`config.mk`:
```
export PLATFORM = sky130hd
export DESIGN_NAME = sccb_init_seq
export DESIGN_NICKNAME = d
export VERILOG_FILES = /design/src/rtl/sccb_init_seq_pkg.sv /design/src/rtl/sccb_init_seq_ms_timer.sv /design/src/rtl/sccb_init_seq.sv
export SDC_FILE = /design/constraint.sdc
export NUM_CORES = 1
export LEC_CHECK = 0
export ABC_CLOCK_PERIOD_IN_PS = 2200
export CORE_ASPECT_RATIO = 1.5
export CORE_MARGIN = 4
export CORE_UTILIZATION = 46
export CTS_CLUSTER_DIAMETER = 60
export DETAILED_ROUTE_END_ITERATION = 6
export PLACE_DENSITY = 0.88
export SLEW_MARGIN = 0
export SYNTH_ARGS = -nofsm -noshare
export SYNTH_HDL_FRONTEND = slang
export SYNTH_SLANG_ARGS = --single-unit
```
`constraint.sdc`:
```
create_clock -name xclk -period 2.2 [get_ports xclk]
set_input_delay 0.44 -clock xclk [delete_from_list [all_inputs] [get_ports xclk]]
set_output_delay 0.44 -clock xclk [all_outputs]
set_load 0.03 [all_outputs]
```
`src/rtl/sccb_init_seq_pkg.sv`:
```
// sccb_init_seq_pkg: shared FSM states, init-table markers and the ms cycle divider
package sccb_init_seq_pkg;
  typedef enum logic [3:0] {IDLE, FETCH, DECODE, XFER, WAIT_DONE, RELEASE, DELAY, HOST, FINISH} state_e;
  localparam logic [15:0] END_MARKER = 16'hFFFF;
  localparam logic [7:0] DELAY_TAG = 8'hFE;
  function automatic int ms_div(input int freq);
    return (freq / 1000) > 0 ? freq / 1000 : 1;
  endfunction
endpackage

```
`src/rtl/sccb_init_seq_ms_timer.sv`:
```
// sccb_ms_timer: millisecond down-counter, load a ms count and expired rises once it has elapsed
module sccb_ms_timer
  import sccb_init_seq_pkg::*;
#(
  parameter int CYC_PER_MS = ms_div(10_000_000)
) (
  input  logic       xclk,
  input  logic       resetn,
  input  logic       load,
  input  logic [7:0] ms,
  output logic       expired
);
  localparam int SW = $clog2(CYC_PER_MS + 1);
  localparam logic [SW-1:0] SUB_MAX = SW'(CYC_PER_MS - 1);
  logic [7:0] ms_q, ms_d;
  logic [SW-1:0] sub_q, sub_d;
  always_comb begin
    ms_d = load ? ms : (ms_q != 8'd0 && sub_q == '0) ? ms_q - 1'b1 : ms_q;
    sub_d = (load || sub_q == '0) ? SUB_MAX : (ms_q != 8'd0) ? sub_q - 1'b1 : sub_q;
  end
  always_ff @(posedge xclk) begin
    if (!resetn) begin
      ms_q <= '0;
      sub_q <= '0;
    end else begin
      ms_q <= ms_d;
      sub_q <= sub_d;
    end
  end
  assign expired = ms_q == 8'd0;
endmodule

```
`src/rtl/sccb_init_seq.sv`:
```
// sccb_init_seq: walks a camera init table over SCCB and serves host register access; define SCCB_READBACK_EN to verify each table write by readback
module sccb_init_seq
  import sccb_init_seq_pkg::*;
#(
  parameter int         XCLK_FREQ   = 10_000_000,
  parameter logic [7:0] DEV_ID      = 8'h42,
  parameter int         TBL_AW      = 8,
  parameter int         TIMEOUT_CYC = 100_000
) (
  input  logic              xclk,
  input  logic              resetn,
  input  logic              go,
  output logic [TBL_AW-1:0] tbl_addr,
  input  logic [15:0]       tbl_data,
  input  logic              host_req,
  input  logic              host_rw,
  input  logic [7:0]        host_addr,
  input  logic [7:0]        host_wdata,
  output logic              host_ack,
  output logic [7:0]        host_rdata,
  output logic              sccb_start,
  output logic              sccb_rw,
  output logic [7:0]        sccb_ip_addr,
  output logic [7:0]        sccb_sub_addr,
  output logic [7:0]        sccb_data_in,
  input  logic [7:0]        sccb_data_out,
  input  logic              sccb_done,
  output logic              busy,
  output logic              init_done,
  output logic              error,
  output logic [TBL_AW-1:0] err_addr
);
`ifdef SCCB_READBACK_EN
  localparam bit READBACK = 1'b1;
`else
  localparam bit READBACK = 1'b0;
`endif
  localparam int TW = $clog2(TIMEOUT_CYC + 1);
  state_e state_q, state_d;
  logic [TBL_AW-1:0] tbl_addr_q, tbl_addr_d, err_addr_q, err_addr_d;
  logic [TW-1:0] tmo_q, tmo_d;
  logic go_q, init_done_q, init_done_d, error_q, error_d;
  logic host_mode_q, host_mode_d, rd_phase_q, rd_phase_d, abort_q, abort_d;
  logic start_q, start_d, rw_q, rw_d, ack_q, ack_d;
  logic [7:0] ip_q, ip_d, sub_q, sub_d, data_q, data_d, rdata_q, rdata_d;
  logic go_rise, tmr_load, tmr_exp, adv;
  assign go_rise = go & ~go_q;
  sccb_ms_timer #(.CYC_PER_MS(ms_div(XCLK_FREQ))) u_timer (
    .xclk(xclk), .resetn(resetn), .load(tmr_load), .ms(tbl_data[7:0]), .expired(tmr_exp)
  );
  always_comb begin
    state_d = state_q;
    tbl_addr_d = tbl_addr_q;
    err_addr_d = err_addr_q;
    tmo_d = tmo_q;
    init_done_d = init_done_q;
    error_d = error_q;
    host_mode_d = host_mode_q;
    rd_phase_d = rd_phase_q;
    abort_d = abort_q;
    start_d = start_q;
    rw_d = rw_q;
    ack_d = 1'b0;
    ip_d = ip_q;
    sub_d = sub_q;
    data_d = data_q;
    rdata_d = rdata_q;
    tmr_load = 1'b0;
    adv = 1'b0;
    case (state_q)
      IDLE: if (go_rise) begin
        tbl_addr_d = '0;
        init_done_d = 1'b0;
        error_d = 1'b0;
        host_mode_d = 1'b0;
        state_d = FETCH;
      end else if (host_req) begin
        host_mode_d = 1'b1;
        rd_phase_d = 1'b0;
        rw_d = host_rw;
        sub_d = host_addr;
        data_d = host_wdata;
        state_d = HOST;
      end
      FETCH: state_d = DECODE;
      DECODE: if (tbl_data == END_MARKER) begin
        init_done_d = 1'b1;
        state_d = FINISH;
      end else if (tbl_data[15:8] == DELAY_TAG) begin
        tmr_load = 1'b1;
        state_d = DELAY;
      end else begin
        rw_d = 1'b0;
        sub_d = tbl_data[15:8];
        data_d = tbl_data[7:0];
        rd_phase_d = 1'b0;
        state_d = XFER;
      end
      HOST: state_d = XFER;
      XFER: begin
        ip_d = DEV_ID;
        start_d = 1'b1;
        tmo_d = '0;
        abort_d = 1'b0;
        state_d = WAIT_DONE;
      end
      WAIT_DONE: if (sccb_done) begin
        start_d = 1'b0;
        state_d = RELEASE;
        if (host_mode_q && rw_q) rdata_d = sccb_data_out;
        if (READBACK && rd_phase_q && sccb_data_out != data_q) begin
          error_d = 1'b1;
          err_addr_d = error_q ? err_addr_q : tbl_addr_q;
        end
      end else if (tmo_q == TW'(TIMEOUT_CYC - 1)) begin
        start_d = 1'b0;
        abort_d = 1'b1;
        error_d = 1'b1;
        state_d = RELEASE;
        if (!host_mode_q && !error_q) err_addr_d = tbl_addr_q;
      end else begin
        tmo_d = tmo_q + 1'b1;
      end
      RELEASE: if (!sccb_done) begin
        if (host_mode_q || abort_q) begin
          ack_d = host_mode_q;
          state_d = IDLE;
        end else if (READBACK && !rd_phase_q) begin
          rd_phase_d = 1'b1;
          rw_d = 1'b1;
          state_d = XFER;
        end else begin
          adv = 1'b1;
        end
      end
      DELAY: adv = tmr_exp;
      FINISH: state_d = IDLE;
      default: state_d = IDLE;
    endcase
    if (adv && &tbl_addr_q) begin
      error_d = 1'b1;
      err_addr_d = error_q ? err_addr_q : tbl_addr_q;
      state_d = IDLE;
    end else if (adv) begin
      tbl_addr_d = tbl_addr_q + 1'b1;
      state_d = FETCH;
    end
  end
  always_ff @(posedge xclk) begin
    if (!resetn) begin
      state_q <= IDLE;
      tbl_addr_q <= '0;
      err_addr_q <= '0;
      tmo_q <= '0;
      go_q <= 1'b0;
      init_done_q <= 1'b0;
      error_q <= 1'b0;
      host_mode_q <= 1'b0;
      rd_phase_q <= 1'b0;
      abort_q <= 1'b0;
      start_q <= 1'b0;
      rw_q <= 1'b0;
      ack_q <= 1'b0;
      ip_q <= '0;
      sub_q <= '0;
      data_q <= '0;
      rdata_q <= '0;
    end else begin
      state_q <= state_d;
      tbl_addr_q <= tbl_addr_d;
      err_addr_q <= err_addr_d;
      tmo_q <= tmo_d;
      go_q <= go;
      init_done_q <= init_done_d;
      error_q <= error_d;
      host_mode_q <= host_mode_d;
      rd_phase_q <= rd_phase_d;
      abort_q <= abort_d;
      start_q <= start_d;
      rw_q <= rw_d;
      ack_q <= ack_d;
      ip_q <= ip_d;
      sub_q <= sub_d;
      data_q <= data_d;
      rdata_q <= rdata_d;
    end
  end
  assign tbl_addr = tbl_addr_q;
  assign host_ack = ack_q;
  assign host_rdata = rdata_q;
  assign sccb_start = start_q;
  assign sccb_rw = rw_q;
  assign sccb_ip_addr = ip_q;
  assign sccb_sub_addr = sub_q;
  assign sccb_data_in = data_q;
  assign busy = state_q != IDLE;
  assign init_done = init_done_q;
  assign error = error_q;
  assign err_addr = err_addr_q;
endmodule

```
==> results of run 1 <==
-- logic make-up (layout without fill, tap and decap cells) --
group / Yosys count / count (layout) / share of synthesized area [%]
compound gates: 93 / 93 / 14.6
xor+xnor: 31 / 31 / 6.10
fa+ha+maj: 6 / 6 / 1.69
buf+inv: 47 / 177 / 4.78
flops: 92 / 92 / 41.3
mux: 18 / 18 / 4.07
other cells: 1 / 6 / 0.0842
simple gates: 245 / 245 / 27.4
-- power groups by stage --
stage | Combinational (mW) | Sequential [mW] | Clock [mW]
2_1_floorplan | 1.87 | 2.60 | 0
3_3_place_gp | 3.42 | 2.27 | 0
3_5_place_dp | 3.54 | 2.30 | 0
4_1_cts | 3.57 | 2.27 | 1.55
5_1_grt | 4.04 | 2.33 | 1.62
6_report | 3.75 | 2.30 | 1.52
-- cells in the mapped netlist (all sizes together), types with 2 or more instances --
cell | instances | area share, %
nor4 | 7 | 1.1
a31oi | 5 | 0.70
or4 | 7 | 1.3
nor3 | 18 | 2.3
nand2 | 72 | 6.1
buf | 15 | 2.1
nand3 | 18 | 2.0
nor4b | 3 | 0.73
inv | 13 | 1.1
o221ai | 2 | 0.53
and2 | 3 | 0.42
nor2 | 69 | 5.9
o22ai | 2 | 0.28
clkbuf | 18 | 1.5
o211ai | 5 | 0.84
xor2 | 13 | 2.6
and3 | 10 | 1.4
nand4 | 10 | 1.4
dfxtp | 92 | 41
or4b | 3 | 0.67
o31ai | 3 | 0.51
a211oi | 2 | 0.34
o21a | 3 | 0.51
nand2b | 2 | 0.28
mux2i | 17 | 3.8
or4bb | 2 | 0.51
xnor2 | 18 | 3.5
a21oi | 27 | 3.3
nor4bb | 2 | 0.45
or3 | 11 | 1.5
a311oi | 16 | 3.1
ha | 6 | 1.7
nor2b | 3 | 0.42
o21ai | 15 | 1.7
o2111ai | 4 | 0.79
-- area by class of cell --
class	count	area [µm²]	area share (%)
Timing Repair Buffer	147	1380	22.3
Clock inverter	4	48.8	0.787
Tap cell	112	140	2.26
Clock buffer	12	246	3.98
Multi-Input combinational cell	399	2480	40.0
Sequential cell	92	1850	29.9
Inverter	14	52.6	0.848
-- flip-flops by register name, indices dropped and copies added (netlist names), 4 cells and up --
signal,count
tmo_q,17
u_timer.sub_q,14
state_q,4
sccb_data_in,8
err_addr,8
u_timer.ms_q,8
tbl_addr,8
sccb_sub_addr,8
host_rdata,8
-- what timing repair did --
action | in CTS | in global routing
gates resized for setup | 3 | 16
setup endpoints to repair | 12 | 37
gates cloned | 0 | 1
pin swaps | 0 | 2
-- worst min-delay path by stage --
stage / from / cells past startpoint / end / slack (ps)
floorplan: tmo_q[1] / 2 / tmo_q[1] / 460
global placement: err_addr[3] / 2 / err_addr[3] / 440
detailed placement: err_addr[0] / 2 / err_addr[0] / 450
CTS: err_addr[0] / 2 / err_addr[0] / 460
global route: err_addr[0] / 2 / err_addr[0] / 490
finish: err_addr[0] / 2 / err_addr[0] / 460
-- routing by layer --
layer / share of wire, % / global-route usage (%) / vias up
met5: 0 / 0 / -
met4: 3.7 / 11.1 / 0
met3: 6.4 / 4.93 / 38
met2: 53 / 39.3 / 169
met1: 37 / 23.6 / 2107
li1: - / - / 2158
-- worst max-delay path: stages (launching register included) --
cell and delay [ps]:
dfxtp_2 360, buf_4 150, or4b_1 490, buf_4 240, o221ai_4 270, buf_12 190, nor2_1 50, a311oi_1 290
==> impl_metrics.json, run 1 <==
{
  "status": "finished clean",
  "async_flop_share_pct": 0,
  "areaGrowthSynthToFinish_pct": 39.2,
  "root_buffer": "clkbuf_16",
  "syn_area_per_cell_um2": 8.36,
  "drv_cap": 0,
  "yosys_warnings": 0,
  "worst-r2r-setup-slack_ps": 50,
  "synth_cell_types": 62,
  "powerDensity_mw_per_mm2": 1220,
  "post-route-min-period_ps": 2150,
  "finalSetupViolations": 0,
  "hold_viol": 0,
  "grt_pass1_vias": 4489,
  "fin_crit_sh_pct": 97.7,
  "placed_area_mm2": 0.00581,
  "postCtsHoldBufs": 0,
  "critPathMaxFanout": 21,
  "drtPass1Iterations": 4,
  "cp.required_ps": 2430,
  "r2r_end": "sccb_sub_addr[2]",
  "htree_levels": 3,
  "total_power_mw": 7.57,
  "fin_area_mm2": 0.00620,
  "drive_above_1_share_pct": 13.9,
  "drcViolationCount": 0,
  "slew_viol_final": 0,
  "die_y_um": 129,
  "cts_sinks": 92,
  "via_count": 4472,
  "cts_tree": "built",
  "die_w_um": 88.3,
  "pre_cts_ws_ps": -138,
  "rsz0062_at_grt": "yes",
  "clkTransAtPathRegs_ps": 60,
  "reg2reg_from": "state_q[0]",
  "worstSetupPathType": "register to register",
  "cellInternalPower_mw": 4.62,
  "drtIter0Drc": 207,
  "layout.cells.non_filler": 780,
  "cts_buffer_depth": 2,
  "dp_hpwl_um": 9150,
  "startpoint": "state_q[0]",
  "p_comb_share_pct": 49.5,
  "grt_max_degree": 34,
  "fmax_mhz": 465,
  "ant_nets": 0,
  "max-vdd-ir-drop_v": 0.000936,
  "final_common_cell": "clkdlybuf4s50_1",
  "final_core_util_pct": 66.2,
  "tritoncts.num_buffers": 9,
  "io_pins": 100,
  "cp.arrival_ps": 2380,
  "seq_power_share_pct": 30.3,
  "die_area_mm2": 0.0114,
  "tns_ps": 0,
  "antenna_cells": 0,
  "synth_edf_count": 0,
  "seq_area_frac_synth_pct": 41.3,
  "clk_latency_ps": 340,
  "gr-total-overflow": 0,
  "gp_congestion": 0.875,
  "drt-total-wl_um": 12800,
  "switchingPower_mw": 2.95,
  "reg2regPathDepth": 7,
  "start_kind": "register",
  "antenna_found_initial": 0,
  "grt_use_total_pct": 21.9,
  "p_clk_share_pct": 20.1,
  "power_leakage_nw": 2.26,
  "port_buffers": 93,
  "whs_ps": 459,
  "timing.final.ws_setup_ps": 51.4,
  "syn_inst": 533,
  "core_area_mm2": 0.00936,
  "start_util_pct": 47.6,
  "crit_path_end": "sccb_sub_addr[2]",
  "rows": 43,
  "cts_setup_buffers": 0,
  "fin_skew_ps": 7.00,
  "synth_seq_cells": 92,
  "n_fill_cell": 705,
  "grt_pass1_wl_um": 20100,
  "post_drt_wl_per_cell_um": 16.5,
  "hold_path_class": "register to register",
  "syn_area_mm2": 0.00445,
  "final_cell_mix": "92 x clkdlybuf4s50_1, 87 x dfxtp_1, 72 x nand2_1",
  "crit_path_end_kind": "register",
  "netSwitchingFraction_pct": 38.9,
  "placed_cells": 763,
  "max_slew_margin_pct": 60.1,
  "via_per_inst": 5.73,
  "tightest_slew_ps": 599,
  "nNetsFinal": 715,
  "ys.flop_type": "dfxtp_1"
}
Note: power is estimated with default switching activity, not from simulation.
==> inputs of run 2 (changes only) <==
--- a/config.mk
+++ b/config.mk
@@ -8,10 +8,10 @@
 export ABC_CLOCK_PERIOD_IN_PS = 2200
 export CORE_ASPECT_RATIO = 1.5
 export CORE_MARGIN = 4
-export CORE_UTILIZATION = 46
+export CORE_UTILIZATION = 35
 export CTS_CLUSTER_DIAMETER = 60
 export DETAILED_ROUTE_END_ITERATION = 6
-export PLACE_DENSITY = 0.88
+export PLACE_DENSITY = 0.72
 export SLEW_MARGIN = 0
 export SYNTH_ARGS = -nofsm -noshare
 export SYNTH_HDL_FRONTEND = slang
==> run 2 against run 1 <==
Setup slack gained 33 ps. Highest routed layer unchanged. Total power grew 3.3%. First-iteration DRC count shrank 14%. Die area grew 29%. Global-route usage shrank 5.0 points. Register-to-register slack gained 30 ps. Via count shrank 2.4%. Largest power group unchanged. Count of clock-buffer cells in the layout shrank 2.
==> impl_metrics.json, run 2 (synthesis results as in run 1) <==
{
  "start_kind": "register",
  "largest_reg_flops": 17,
  "grt_pass1_wl_um": 20400,
  "layout.cells.non_filler": 829,
  "p_comb_share_pct": 47.9,
  "slew_viol_final": 0,
  "n_fill_cell": 1141,
  "gr-total-overflow": 0,
  "max-vdd-ir-drop_v": 0.000466,
  "finalSetupViolations": 0,
  "cp.arrival_ps": 2390,
  "timing.final.ws_setup_ps": 84.0,
  "cts_sinks": 92,
  "status": "finished clean",
  "reg2regPathDepth": 7,
  "via_per_inst": 5.26,
  "io_pins": 100,
  "placed_cells": 810,
  "multi_input_area_mm2": 0.00249,
  "post-route-min-period_ps": 2120,
  "cellInternalPower_mw": 4.89,
  "worst-r2r-setup-slack_ps": 80,
  "critPathMaxFanout": 9,
  "power_leakage_nw": 2.31,
  "fmax_mhz": 473,
  "final_cell_mix": "92 x clkdlybuf4s50_1, 88 x dfxtp_1, 72 x nand2_1",
  "root_buffer": "clkbuf_16",
  "regMostFlops": "tmo_q",
  "antenna_found_initial": 0,
  "final_common_cell": "clkdlybuf4s50_1",
  "seq_power_share_pct": 29.2,
  "tns_ps": 0,
  "nNetsFinal": 720,
  "powerDensity_mw_per_mm2": 1230,
  "pre_cts_ws_ps": -189,
  "cts_buffer_depth": 2,
  "start_util_pct": 35.8,
  "cts_tree": "built",
  "grt_use_total_pct": 16.9,
  "areaGrowthSynthToFinish_pct": 42.7,
  "switchingPower_mw": 2.93,
  "die_w_um": 100,
  "drt-total-wl_um": 12600,
  "r2r_end": "err_addr[1]",
  "post_drt_wl_per_cell_um": 15.2,
  "core_area_mm2": 0.0124,
  "grt_pass1_vias": 4398,
  "fin_crit_sh_pct": 96.2,
  "fin_area_mm2": 0.00635,
  "startpoint": "state_q[3]",
  "ant_nets": 0,
  "tritoncts.num_buffers": 9,
  "clk_latency_ps": 350,
  "postCtsHoldBufs": 0,
  "p_clk_share_pct": 22.9,
  "worstSetupPathType": "register to register",
  "gp_congestion": 0.814,
  "crit_path_end_kind": "register",
  "cp.required_ps": 2480,
  "crit_path_end": "err_addr[1]",
  "drcViolationCount": 0,
  "drtPass1Iterations": 5,
  "hold_viol": 0,
  "seqCellArea_mm2": 0.00185,
  "placed_area_mm2": 0.00588,
  "via_count": 4364,
  "die_area_mm2": 0.0146,
  "antenna_cells": 0,
  "fin_skew_ps": 6.96,
  "hold_path_class": "register to register",
  "total_power_mw": 7.82,
  "clkTransAtPathRegs_ps": 70,
  "htree_levels": 3,
  "drv_cap": 0,
  "rows": 50,
  "reg.largest.list": "tmo_q (17), u_timer.sub_q (14)",
  "die_y_um": 146,
  "reg2reg_from": "state_q[3]",
  "drive_above_1_share_pct": 15.0,
  "drtIter0Drc": 177,
  "grt_max_degree": 34,
  "netSwitchingFraction_pct": 37.5,
  "dp_hpwl_um": 9400,
  "port_buffers": 93
}
[run 2: area by class of cell]
class | instances | area share [%]
clock inverter | 6 | 1.75
inverter | 14 | 0.827
timing repair buffer | 152 | 22.3
tap | 156 | 3.07
clock buffer | 10 | 3.76
multi-input combinational | 399 | 39.2
sequential | 92 | 29.1
[run 2: routing by layer]
layer	share of wire, %	up-vias	global-route usage (%)	wire length, µm
li1	-	2161	-	-
met1	39	2045	18.7	4970
met2	52	137	30.6	6590
met3	5.8	21	3.20	733
met4	2.6	0	7.82	329
met5	0	-	0	0
[run 2: timing repair]
action | in CTS | in global routing
resized for setup | 4 | 19
cloned | 0 | 1
pin swaps | 1 | 4
setup buffers | 0 | 2
setup endpoints to repair | 4 | 24
[run 2: power groups by stage]
stage	combinational, mW	sequential [mW]	clock, mW
2_1_floorplan	1.87	2.60	0
3_3_place_gp	3.49	2.28	0
3_5_place_dp	3.59	2.30	0
4_1_cts	3.62	2.27	1.83
5_1_grt	4.09	2.34	1.88
6_report	3.74	2.28	1.79
[run 2: critical path: stages, from the launching register on]
cell      delay, ps
dfxtp_4         380
or4bb_4         560
nor4_4          300
buf_4           190
o21bai_2         90
a21oi_4         190
buf_12          150
mux2i_1         180
[run 2: how the worst min path moves through the flow]
stage | start | endpoint | slack (ps) | depth (start not counted)
2_1_floorplan | tmo_q[1] | tmo_q[1] | 460 | 2
3_3_place_gp | err_addr[4] | err_addr[4] | 440 | 2
3_5_place_dp | err_addr[4] | err_addr[4] | 460 | 2
4_1_cts | err_addr[4] | err_addr[4] | 470 | 2
5_1_grt | err_addr[3] | err_addr[3] | 490 | 2
6_report | err_addr[4] | err_addr[4] | 460 | 2
[run 2: metrics by stage]
stage          util, %  hold WS (ps)
6_report          51.0           462
4_1_cts           50.2           470
5_1_grt           51.0           494
2_1_floorplan        -           458
3_5_place_dp      47.3           457
3_3_place_gp      47.3           442
